===== config.mk =====
export PLATFORM = sky130hd
export DESIGN_NAME = led_blink_ctrl
export DESIGN_NICKNAME = d
export VERILOG_FILES = /design/src/rtl/led_blink_ctrl.sv
export SDC_FILE = /design/constraint.sdc
export NUM_CORES = 1
export LEC_CHECK = 0
export ABC_AREA = 1
export CORE_MARGIN = 4
export CORE_UTILIZATION = 50
export DETAILED_ROUTE_END_ITERATION = 12
export GPL_TIMING_DRIVEN = 0
export PLACE_DENSITY = 0.8
export SLEW_MARGIN = 10
export SYNTH_ARGS = -nofsm -noshare
export SYNTH_HDL_FRONTEND = slang
export SYNTH_HIERARCHICAL = 1
export SYNTH_SLANG_ARGS = --single-unit

===== constraint.sdc =====
create_clock -name clk -period 4.7 [get_ports clk]
set_input_delay 0.47 -clock clk [delete_from_list [all_inputs] [get_ports clk]]
set_output_delay 0.47 -clock clk [all_outputs]
set_load 0.02 [all_outputs]

===== src/rtl/led_blink_ctrl.sv =====
// Multi-channel LED blink controller: one shared synchronous prescaler, per-channel off/on/blink/burst.
// Optional build macro LED_PWM_EN adds a per-channel brightness input cfg_bright.

module led_blink_chan #(
  parameter int SEL_WIDTH = 2,
  parameter int BURST_W   = 8
) (
  input  logic                      clk,
  input  logic                      reset,
  input  logic [(1<<SEL_WIDTH)-1:0] taps,
`ifdef LED_PWM_EN
  input  logic [7:0]                cnt_lo,
  input  logic [7:0]                cfg_bright,
`endif
  input  logic                      wr,
  input  logic [1:0]                cfg_mode,
  input  logic [SEL_WIDTH-1:0]      cfg_rate,
  input  logic [BURST_W-1:0]        cfg_count,
  output logic                      led,
  output logic                      done,
  output logic                      busy
);
  typedef enum logic [1:0] {IDLE, ARM, RUN, FIN} state_t;
  localparam logic [1:0] M_OFF = 2'd0, M_ON = 2'd1, M_BLINK = 2'd2, M_BURST = 2'd3;

  state_t               state, state_n;
  logic [1:0]           mode, mode_n;
  logic [SEL_WIDTH-1:0] rate, rate_n;
  logic [BURST_W-1:0]   rem, rem_n;
  logic                 ptap, ptap_n;
  logic                 led_n, done_n, on_n;
  logic                 tap, new_tap, pwm_ok;

  // Taps are ordered fastest-first, so inverting rate selects slowest for rate=0.
  assign tap     = taps[~rate];
  assign new_tap = taps[~cfg_rate];

`ifdef LED_PWM_EN
  logic [7:0] bright, bright_n;
  assign pwm_ok = cnt_lo < bright;
`else
  assign pwm_ok = 1'b1;
`endif

  always_comb begin
    state_n = state;
    mode_n  = mode;
    rate_n  = rate;
    rem_n   = rem;
    ptap_n  = tap;
    led_n   = led;
    done_n  = 1'b0;
    on_n    = 1'b0;
`ifdef LED_PWM_EN
    bright_n = bright;
`endif
    if (wr) begin
      // A write always wins: aborts any burst and swallows a coincident done.
      mode_n = cfg_mode;
      rate_n = cfg_rate;
      rem_n  = cfg_count;
      ptap_n = new_tap;
`ifdef LED_PWM_EN
      bright_n = cfg_bright;
`endif
      if (cfg_mode == M_BURST) begin
        if (cfg_count == '0) begin
          state_n = FIN;
          done_n  = 1'b1;
        end else begin
          state_n = ARM;
        end
      end else begin
        state_n = IDLE;
      end
    end else begin
      case (mode)
        M_OFF:   on_n = 1'b0;
        M_ON:    on_n = 1'b1;
        M_BLINK: on_n = tap;
        default: begin
          case (state)
            ARM: if (!ptap && tap) begin
              state_n = RUN;
              on_n    = 1'b1;
            end
            RUN: begin
              on_n = tap;
              if (ptap && !tap) begin
                rem_n = rem - 1'b1;
                if (rem == BURST_W'(1)) begin
                  state_n = FIN;
                  done_n  = 1'b1;
                end
              end
            end
            default: on_n = 1'b0;
          endcase
        end
      endcase
      led_n = on_n & pwm_ok;
    end
  end

  always_ff @(posedge clk) begin
    if (reset) begin
      state <= IDLE;
      mode  <= M_OFF;
      rate  <= '0;
      rem   <= '0;
      ptap  <= 1'b0;
      led   <= 1'b0;
      done  <= 1'b0;
`ifdef LED_PWM_EN
      bright <= 8'hff;
`endif
    end else begin
      state <= state_n;
      mode  <= mode_n;
      rate  <= rate_n;
      rem   <= rem_n;
      ptap  <= ptap_n;
      led   <= led_n;
      done  <= done_n;
`ifdef LED_PWM_EN
      bright <= bright_n;
`endif
    end
  end

  assign busy = (state == ARM) || (state == RUN);
endmodule

module led_blink_ctrl #(
  parameter int NUM_LEDS  = 4,
  parameter int CNT_WIDTH = 27,
  parameter int SEL_WIDTH = 2,
  parameter int TAP_BASE  = 23,
  parameter int BURST_W   = 8
) (
  input  logic                 clk,
  input  logic                 reset,
  input  logic                 cfg_valid,
  output logic                 cfg_ready,
  input  logic [3:0]           cfg_chan,
  input  logic [1:0]           cfg_mode,
  input  logic [SEL_WIDTH-1:0] cfg_rate,
  input  logic [BURST_W-1:0]   cfg_count,
`ifdef LED_PWM_EN
  input  logic [7:0]           cfg_bright,
`endif
  output logic                 cfg_err,
  output logic [NUM_LEDS-1:0]  led,
  output logic [NUM_LEDS-1:0]  done,
  output logic [NUM_LEDS-1:0]  busy
);
  localparam int NTAP = 1 << SEL_WIDTH;

  logic [CNT_WIDTH-1:0] cnt;
  logic [NTAP-1:0]      taps;
  logic                 acc;
  logic                 unused_cnt;

  assign cfg_ready  = ~reset;
  assign acc        = cfg_valid & cfg_ready;
  assign taps       = cnt[TAP_BASE +: NTAP];
  assign unused_cnt = ^cnt;

  always_ff @(posedge clk) begin
    if (reset) begin
      cnt     <= '0;
      cfg_err <= 1'b0;
    end else begin
      cnt     <= cnt + 1'b1;
      cfg_err <= acc && (32'(cfg_chan) >= NUM_LEDS);
    end
  end

  for (genvar i = 0; i < NUM_LEDS; i++) begin : gen_chan
    led_blink_chan #(
      .SEL_WIDTH (SEL_WIDTH),
      .BURST_W   (BURST_W)
    ) u_chan (
      .clk       (clk),
      .reset     (reset),
      .taps      (taps),
`ifdef LED_PWM_EN
      .cnt_lo    (cnt[7:0]),
      .cfg_bright(cfg_bright),
`endif
      .wr        (acc && (cfg_chan == 4'(i))),
      .cfg_mode  (cfg_mode),
      .cfg_rate  (cfg_rate),
      .cfg_count (cfg_count),
      .led       (led[i]),
      .done      (done[i]),
      .busy      (busy[i])
    );
  end
endmodule


==> impl_metrics.tcl, run 1 <==
set metrics [dict create \
    cts_tree "yes" \
    postRouteWirelength_um 14100 \
    maxCapViolCount 0 \
    rr_worst_depth 7 \
    coreArea_sq_um 11500 \
    start_kind "primary input" \
    synth_nets 925 \
    place_congestion 0.870 \
    io_buffers 32 \
    dp_hpwl_um 10400 \
    worstPathMaxFanout 10 \
    worst-endpoint-required_ns 4.23 \
    synth-edff-count 0 \
    yosys_most_used_dff "dfxtp_1" \
    avgViaCountPerCell 5.32 \
    finalCriticalPeriod_ns 3.00 \
    hold_viol 0 \
    vias 5743 \
    htreeDepth 3 \
    cts_setup_buffers 0 \
    cts_buffers 9 \
    clock-sinks 96 \
    register_area_sq_um 1920 \
    first_pass_iters 5 \
    dp_cells 1064 \
    diodes 0 \
    critPathCaptureType "output pin" \
    synth_most_common_cell "nand2_1" \
    instances_no_fill 1080 \
    slew_viol_final 0 \
    initialDrtViolationCount 404 \
    synth_top_area_cell "dfxtp_1" \
    fin_util 0.582 \
    clock_latency_ns 0.35 \
    fillCellCount 1091 \
    holdBufCountCts 0 \
    r2r_start "cnt[24]" \
    whs_endpoint "cnt[0]" \
    status "complete, no violations" \
    synth_cell_types 32 \
    cp.arrival_ns 2.53 \
    synth_top_area_frac 0.327 \
    ios 33 \
    layout_setup_ws_ns 1.70 \
    syn2layout_area_growth_pct 13.6 \
    fmaxAchievable_mhz 333 \
    power_density_nw_per_um2 258 \
    worstSetupPathType "primary input to output pin" \
    clock_skew_ns 0.00772 \
    seq_area_frac_synth 0.327 \
    tightest_slew_ns 0.815 \
    relSlewSlack 0.451 \
    grt_max_degree 15 \
    r2r-end "gen_chan[1].u_chan/rem[0]" \
    overflow 0 \
    die_h_um 116 \
    synthCells 889 \
    drive_gt1_frac 0.0939 \
    ys_top_cells_by_count "nand2_1 (165), nor2_1 (131), inv_1 (112)" \
    multiInputGateArea_sq_um 3420 \
    synth-warning-count 6 \
    hold_class "register to register" \
    clk_pin_slew_ns 0.06 \
    min_from "cnt[0]" \
    grt_use_total 0.219 \
    whs_path_depth 1 \
    async_flop_share 0 \
    synth_area_sq_um 5880 \
    grt_pass1_vias 5377 \
    ant_nets 0 \
    fin_setup_tns_ns 0 \
    fin_crit_sh 0.639 \
    ir_drop_uv 361 \
    cts_max_path_buffers 2 \
    rows 39 \
    r2r_slack_ns 3.22 \
    start_util 0.512 \
    cts_root_buf "clkbuf_16" \
    leakagePower_nw 2.68 \
    antenna_found_initial 0 \
    synthTopCellsByArea "dfxtp_1 (33%), nand2_1 (11%), nor2_1 (8.4%)" \
    drc 0 \
    wl_per_cell_um 13.1 \
    dieWidth_um 116 \
    synth.avg_cell_area_sq_um 6.61 \
    rsz0062_at_grt "no" \
    post_cts_resized 0 \
    post-place-ws_ns 1.46 \
    setup_violations 0 \
    design.die.area_sq_um 13600 \
    grt_first_pass_wirelength_um 23800 \
    ys_ff_latch 96 \
    fin_nets 968 \
]
==> metrics by stage <==
stage               instance area (sq um)  power [mW]  hold WS, ns
detailed placement                   6370       0.990        0.445
finish                               6680        1.72        0.453
global placement                     6370       0.987        0.438
floorplan                            5880       0.933        0.429
CTS                                  6680        1.74        0.458
global route                         6680        1.79        0.506
==> worst max-delay path by stage <==
stage	startpoint	slack, ns	end	depth (start not counted)
2_1_floorplan	reset	2.85	gen_chan[0].u_chan/rem[6]	7
3_3_place_gp	reset	1.46	gen_chan[1].u_chan/state[0]	10
3_5_place_dp	reset	1.46	gen_chan[1].u_chan/state[0]	10
4_1_cts	reset	1.71	cfg_ready	4
5_1_grt	reset	1.60	gen_chan[1].u_chan/state[0]	10
6_report	reset	1.70	cfg_ready	4
==> logic make-up after synthesis <==
kind of cell               Yosys count  synth area share
adders and majority gates           17            0.0362
AOI/OAI and AO/OA                  183             0.162
xor gates and xnor gates            10            0.0149
DFF                                 96             0.327
buffers and inverters              141            0.0909
and+or+nand+nor                    442             0.369
==> layout by cell type, fill, tap and decap left out, types with 5 or more instances in the layout <==
master	instances
xor2_1	10
nand2_4	10
nor2_1	131
nor2_2	10
inv_2	10
clkdlybuf4s50_1	32
nand3b_1	5
a31oi_1	8
nor2_4	5
a21oi_1	79
ha_1	17
nor3_2	5
nand2_2	9
nand3_1	63
nand3_2	12
nor3_1	9
inv_1	112
clkbuf_16	9
dfxtp_1	96
clkbuf_1	17
nand2_1	165
o21ai_0	84
==> worst max-delay path: stages <==
cell             delay, ns
clkdlybuf4s50_1       0.71
clkinv_1              0.40
clkbuf_1              0.34
clkdlybuf4s50_1       0.61
==> flip-flops by register name (all words and copies together) (netlist names) <==
signal and cells:
cnt 27, gen_chan.u_chan/state 8, gen_chan.u_chan/led 4, gen_chan.u_chan/ptap 4
gen_chan.u_chan/mode 8, gen_chan.u_chan/rem 32, gen_chan.u_chan/done 4, gen_chan.u_chan/rate 8
cfg_err 1
==> layout make-up <==
cell class,count,share of cell area
plain buffers,18,0.0109
clock buffers,14,0.0395
clock inverters,2,0.00562
inverters,123,0.0692
multi-input cells,652,0.512
flip-flops and latches,96,0.288
well taps,143,0.0268
repair buffers,32,0.0480
==> routing by layer <==
layer,vias up,global-route usage,share of wire
li1,2965,-,-
met3,28,0.0554,0.055
met4,0,0.0874,0.020
met5,-,0,0
met1,2613,0.274,0.45
met2,137,0.363,0.47
==> power by group <==
group	switching (mW)	total (mW)	internal [mW]	leakage [nW]
logic	0.0922	0.144	0.0516	1.77
registers	0.00721	0.830	0.823	0.775
clock network	0.306	0.748	0.442	0.143
Note: power is estimated with default switching activity, not from simulation.
==> inputs of run 2 (changes only) <==
--- a/config.mk
+++ b/config.mk
@@ -10,7 +10,7 @@
 export CORE_UTILIZATION = 50
 export DETAILED_ROUTE_END_ITERATION = 12
 export GPL_TIMING_DRIVEN = 0
-export PLACE_DENSITY = 0.8
+export PLACE_DENSITY = 0.82
 export SLEW_MARGIN = 10
 export SYNTH_ARGS = -nofsm -noshare
 export SYNTH_HDL_FRONTEND = slang
==> constraint.sdc (replaced) <==
create_clock -name clk -period 2.4 [get_ports clk]
set_input_delay 0.24 -clock clk [delete_from_list [all_inputs] [get_ports clk]]
set_output_delay 0.24 -clock clk [all_outputs]
set_load 0.02 [all_outputs]
==> impl_metrics.tcl, run 2 (synthesis gave the netlist of run 1 again) <==
set metrics [dict create \
    status "complete, no violations" \
    initialDrtViolationCount 518 \
    worstSetupPathType "primary input to register" \
    place_congestion 0.889 \
    layout_commonest_cell "nand2_1" \
    grt_first_pass_wirelength_um 24300 \
    slew_viol_final 0 \
    dp_hpwl_um 10200 \
    clock_skew_ns 0.00780 \
    largest_reg_flops 32 \
    cts_buffers 9 \
    dpl_cell_area_sq_um 6370 \
    worstPathMaxFanout 10 \
    ios 33 \
    avgViaCountPerCell 5.36 \
    grt_use_total 0.223 \
    rows 39 \
    drive_gt1_frac 0.108 \
    hold_viol 0 \
    top_regs "gen_chan.u_chan/rem x32, cnt x27" \
    cts_root_buf "clkbuf_16" \
    holdBufCountCts 0 \
    clock_latency_ns 0.35 \
    dieWidth_um 116 \
    fin_crit_sh 0.841 \
    start_kind "primary input" \
    crit_family "buffers and inverters" \
    vias 5789 \
    cp.arrival_ns 2.30 \
    regMostFlops "gen_chan.u_chan/rem" \
    fin_setup_tns_ns 0 \
    postRouteWirelength_um 14400 \
    design_area_sq_um 6780 \
    maxCapViolCount 0 \
    path_buf_inv 3 \
    leakagePower_nw 2.74 \
    hold_class "primary input to register" \
    worst-endpoint-required_ns 2.68 \
    cts_max_path_buffers 2 \
    critPathCaptureType "register" \
    fmaxAchievable_mhz 495 \
    diodes 0 \
    power_density_nw_per_um2 523 \
    clock-sinks 96 \
    io_buffers 32 \
    cts_setup_buffers 0 \
    grt_max_degree 16 \
    die_h_um 116 \
    cts_tree "yes" \
    htreeDepth 3 \
    critPathMaxStageDelay_ns 0.65 \
    rsz0062_at_grt "no" \
    finalPower_mw 3.54 \
    clk_pin_slew_ns 0.06 \
    tightest_slew_ns 0.674 \
    instances_no_fill 1080 \
    dp_cells 1064 \
    start_util 0.512 \
    fin_nets 968 \
    finalCriticalPeriod_ns 2.02 \
    fin_util 0.592 \
    wl_per_cell_um 13.3 \
    critPathSlowestCell "clkdlybuf4s50_1" \
    syn2layout_area_growth_pct 15.5 \
    r2r_slack_ns 0.87 \
    drc 0 \
    cp_cell_sequence "clkdlybuf4s50_1, inv_1, nor4_4, clkbuf_1, a31oi_1, nand3_1, nand2_1, nor2_1" \
    coreArea_sq_um 11500 \
    overflow 0 \
    first_pass_iters 5 \
    relSlewSlack 0.549 \
    design.die.area_sq_um 13600 \
    antenna_found_initial 0 \
    final_cell_mix "nand2_1 (164), nor2_1 (131), inv_1 (112), dfxtp_1 (96), o21ai_0 (84)" \
    ant_nets 0 \
    setup_violations 0 \
    ir_drop_uv 512 \
    grt_pass1_vias 5275 \
]
==> run 2: cell types whose count changed in the layout (fill, tap and decap cells not counted), sizes merged <==
cell / change
clkdlybuf4s50: -1
dlymetal6s2s: +1
clkbuf: -4
bufinv: +2
clkinv: +2
==> run 2: through the flow <==
step	setup WS [ns]	hold WS (ns)
after floorplan	0.782	0.380
after global placement	-0.544	0.440
after detailed placement	-0.584	0.460
after CTS	-0.115	0.469
after global routing	0.297	0.486
final	0.381	0.456
==> run 2: area by class of cell <==
| class | count | area [sq um] |
|---|---|---|
| fill | 1050 | 4680 |
| multi-input combinational | 652 | 3480 |
| sequential | 96 | 1920 |
| inverter | 123 | 463 |
| timing repair buffer | 32 | 323 |
| clock buffer | 10 | 229 |
| tap | 143 | 179 |
| clock inverter | 6 | 108 |
| buffer | 18 | 78.8 |
==> run 2: worst paths after layout <==
kind	endpoint	start	cells past startpoint
max	gen_chan[1].u_chan/state[0]	cfg_chan[0]	8
min	cnt[3]	reset	3
max reg2reg	gen_chan[2].u_chan/rem[5]	cnt[24]	7
min reg2reg	cnt[0]	cnt[0]	1
==> run 2: worst min-delay path: stages <==
cell            delay [ns]
dlymetal6s2s_1        0.34
a21oi_1               0.08
o21a_1                0.10
==> run 2: metal layers <==
metal  vias up  GRT usage  part of all wire
met4         0     0.0866             0.034
met3        46     0.0596             0.074
met1      2565      0.285              0.44
met2       199      0.360              0.45
li1       2979          -                 -
met5         -          0                 0
==> run 2: timing repair <==
item	CTS	global route
pin swaps	0	0
endpoints found under the setup margin	58	56
resized for setup	3	18
==> run 2: report_power, final <==
part	internal, mW	switching [mW]	leakage [nW]	total (mW)
clock	1.01	0.611	0.162	1.63
combinational	0.103	0.191	1.81	0.294
sequential	1.61	0.0139	0.775	1.62
total	2.73	0.816	2.74	3.54
==> variant (settings of run 2) <==
Add a define of `LED_PWM_EN`.
--- a/src/rtl/led_blink_ctrl.sv
+++ b/src/rtl/led_blink_ctrl.sv
@@ -1,5 +1,7 @@
 // Multi-channel LED blink controller: one shared synchronous prescaler, per-channel off/on/blink/burst.
 // Optional build macro LED_PWM_EN adds a per-channel brightness input cfg_bright.
+
+`define LED_PWM_EN
 
 module led_blink_chan #(
   parameter int SEL_WIDTH = 2,
Interface: changed (added cfg_bright); port bits go from 33 to 41. No check against the original RTL was run, so the function may have changed too.
==> variant against run 2 <==
Clock power up 65%. First-iteration DRC count grew 22%. Register-to-register slack got worse by 0.11 ns. Setup slack got worse by 0.18 ns. Clock skew about the same. Wire length is 34% higher. Sequential cell count grew 32. Total power rose by 45%. Critical path type is now primary input to output port. Synthesized area up 32%. Final area up 34%.
==> variant: results (changes against run 2) <==
Worst path slowest cell=clkdlybuf4s50_1; Hold/Removal Path Class=primary input to flop; Routed WL=19300 um (+34%); worst IR drop on VDD=481 uV (-6.1%); initial antenna violation count=0 (unchanged); post-synthesis average cell area=6.53 um2 (-1.2%); gp weighted congestion=0.904 (+1.7%); clk slew on worst S/H paths=0.06 ns (about the same); met1 usage=0.291 (+0.00549); registers with the most flip-flops=gen_chan.u_chan/bright (32), gen_chan.u_chan/rem (32), cnt (27); vias in the first global route=7134 (+35%); Synth area leaders=dfxtp_1 33%, nand2_1 12%, nor2_1 9.6%; DP Wirelength=14000 um (+37%); skew final=0.00752 ns (-0.000284 ns); CTS root buf=clkbuf_16; Post-Place Cell Area=8380 um2 (+31%); clk_lat worst skew=0.43 ns (+0.08 ns); layout cell share with drive strength beyond 1=0.0851 (-0.0227); global-route usage over all layers=0.225 (+0.00177); wire per inst=13.4 um (+0.41%); Setup WS pre-CTS=-1.46 ns (-0.874 ns); most frequent cells after synthesis=252 x nand2_1, 197 x nor2_1, 146 x inv_1; routed wl met2=8760 um (+35%); DRT iter0 DRCs=634 (+22%); drt first pass iters=5 (unchanged); Yosys cell types=35 (+9.4%); Final Instance Area=9070 um2 (+34%); delay-heaviest family, CP=buffers and inverters; Worst path max stage delay=0.59 ns (-0.06 ns); number of fill cells=1381 (+32%); cell total after placement=1413 (+33%); number of buffers created by CTS=17 (+8); via count=7755 (+34%); Synth Warn #=6 (unchanged); antenna cell count=0 (unchanged); Pleak=4.09 nW (+49%); PortBufs=40 (+25%); status=finished clean; M3 GR Usage=0.0473 (-0.0123); GR Layer Usage met2=0.361 (+0.00129); asr flop ratio synth=0 (unchanged); largest net degree at the start of global routing=23 (+7); top sig layer=met4; Worst Path Arrival=1.96 ns (-0.34 ns); syn_nets=1257 (+36%); Switching Share=0.224 (-0.00621); Slew HR=0.562 (+0.0130); Seq/Total Area, Yosys=0.331 (+0.00404); first-pass GRT wire length=32700 um (+35%); CP max FO=22 (+12); met3 wire len=1210 um (+13%); M1 wire length=8830 um (+40%); clk buf depth=2 (unchanged); htree depth=4 (+1)
variant: cell types whose count changed in the layout (fill, tap and decap cells not counted), moves of 6 or more:
cell             change
nand2_1             +87
nor2_1              +66
o21ai_0             +39
inv_1               +34
dfxtp_1             +32
ha_1                +28
a21oi_1             +11
buf_4                +8
clkbuf_16            +8
clkdlybuf4s50_1      +8
buf_2                +6
inv_2                -6
nor2_2               -6
variant: power groups by stage:
stage	clock network (mW)	registers [mW]	logic [mW]
2_1_floorplan	0	2.20	0.135
3_3_place_gp	0	2.21	0.260
3_5_place_dp	0	2.21	0.265
4_1_cts	2.73	2.16	0.274
5_1_grt	2.81	2.16	0.310
6_report	2.69	2.16	0.280
variant: repair_timing:
item,CTS,global route
setup buffers,0,2
pin swaps,0,2
endpoints found under the setup margin,101,27
gates resized for setup,11,3
variant: area by class of cell:
| class | instances | share of cell area |
|---|---|---|
| inverter | 154 | 0.0647 |
| buffer | 30 | 0.0164 |
| timing repair buffer | 42 | 0.0459 |
| sequential | 128 | 0.282 |
| multi-input combinational | 873 | 0.497 |
| clock inverter | 9 | 0.0145 |
| clock buffer | 22 | 0.0534 |
| tap | 188 | 0.0259 |
variant: worst paths after layout:
check | from | endpoint | slack [ns] | cells after the start
max | reset | cfg_ready | 0.20 | 4
min reg2reg | gen_chan[0].u_chan/bright[0] | gen_chan[0].u_chan/bright[0] | 0.46 | 2
max reg2reg | cnt[1] | cnt[26] | 0.76 | 8
min | cfg_chan[3] | cfg_err | 0.43 | 3
variant: logic make-up after synthesis:
group                    Yosys count  synth area share
AND/OR/NAND/NOR                  581             0.325
AO/OA/AOI/OAI                    237             0.165
buffers and inverters            184            0.0947
flip-flops                       128             0.331
adder cells (fa/ha/maj)           45            0.0728
XOR/XNOR                          10            0.0113
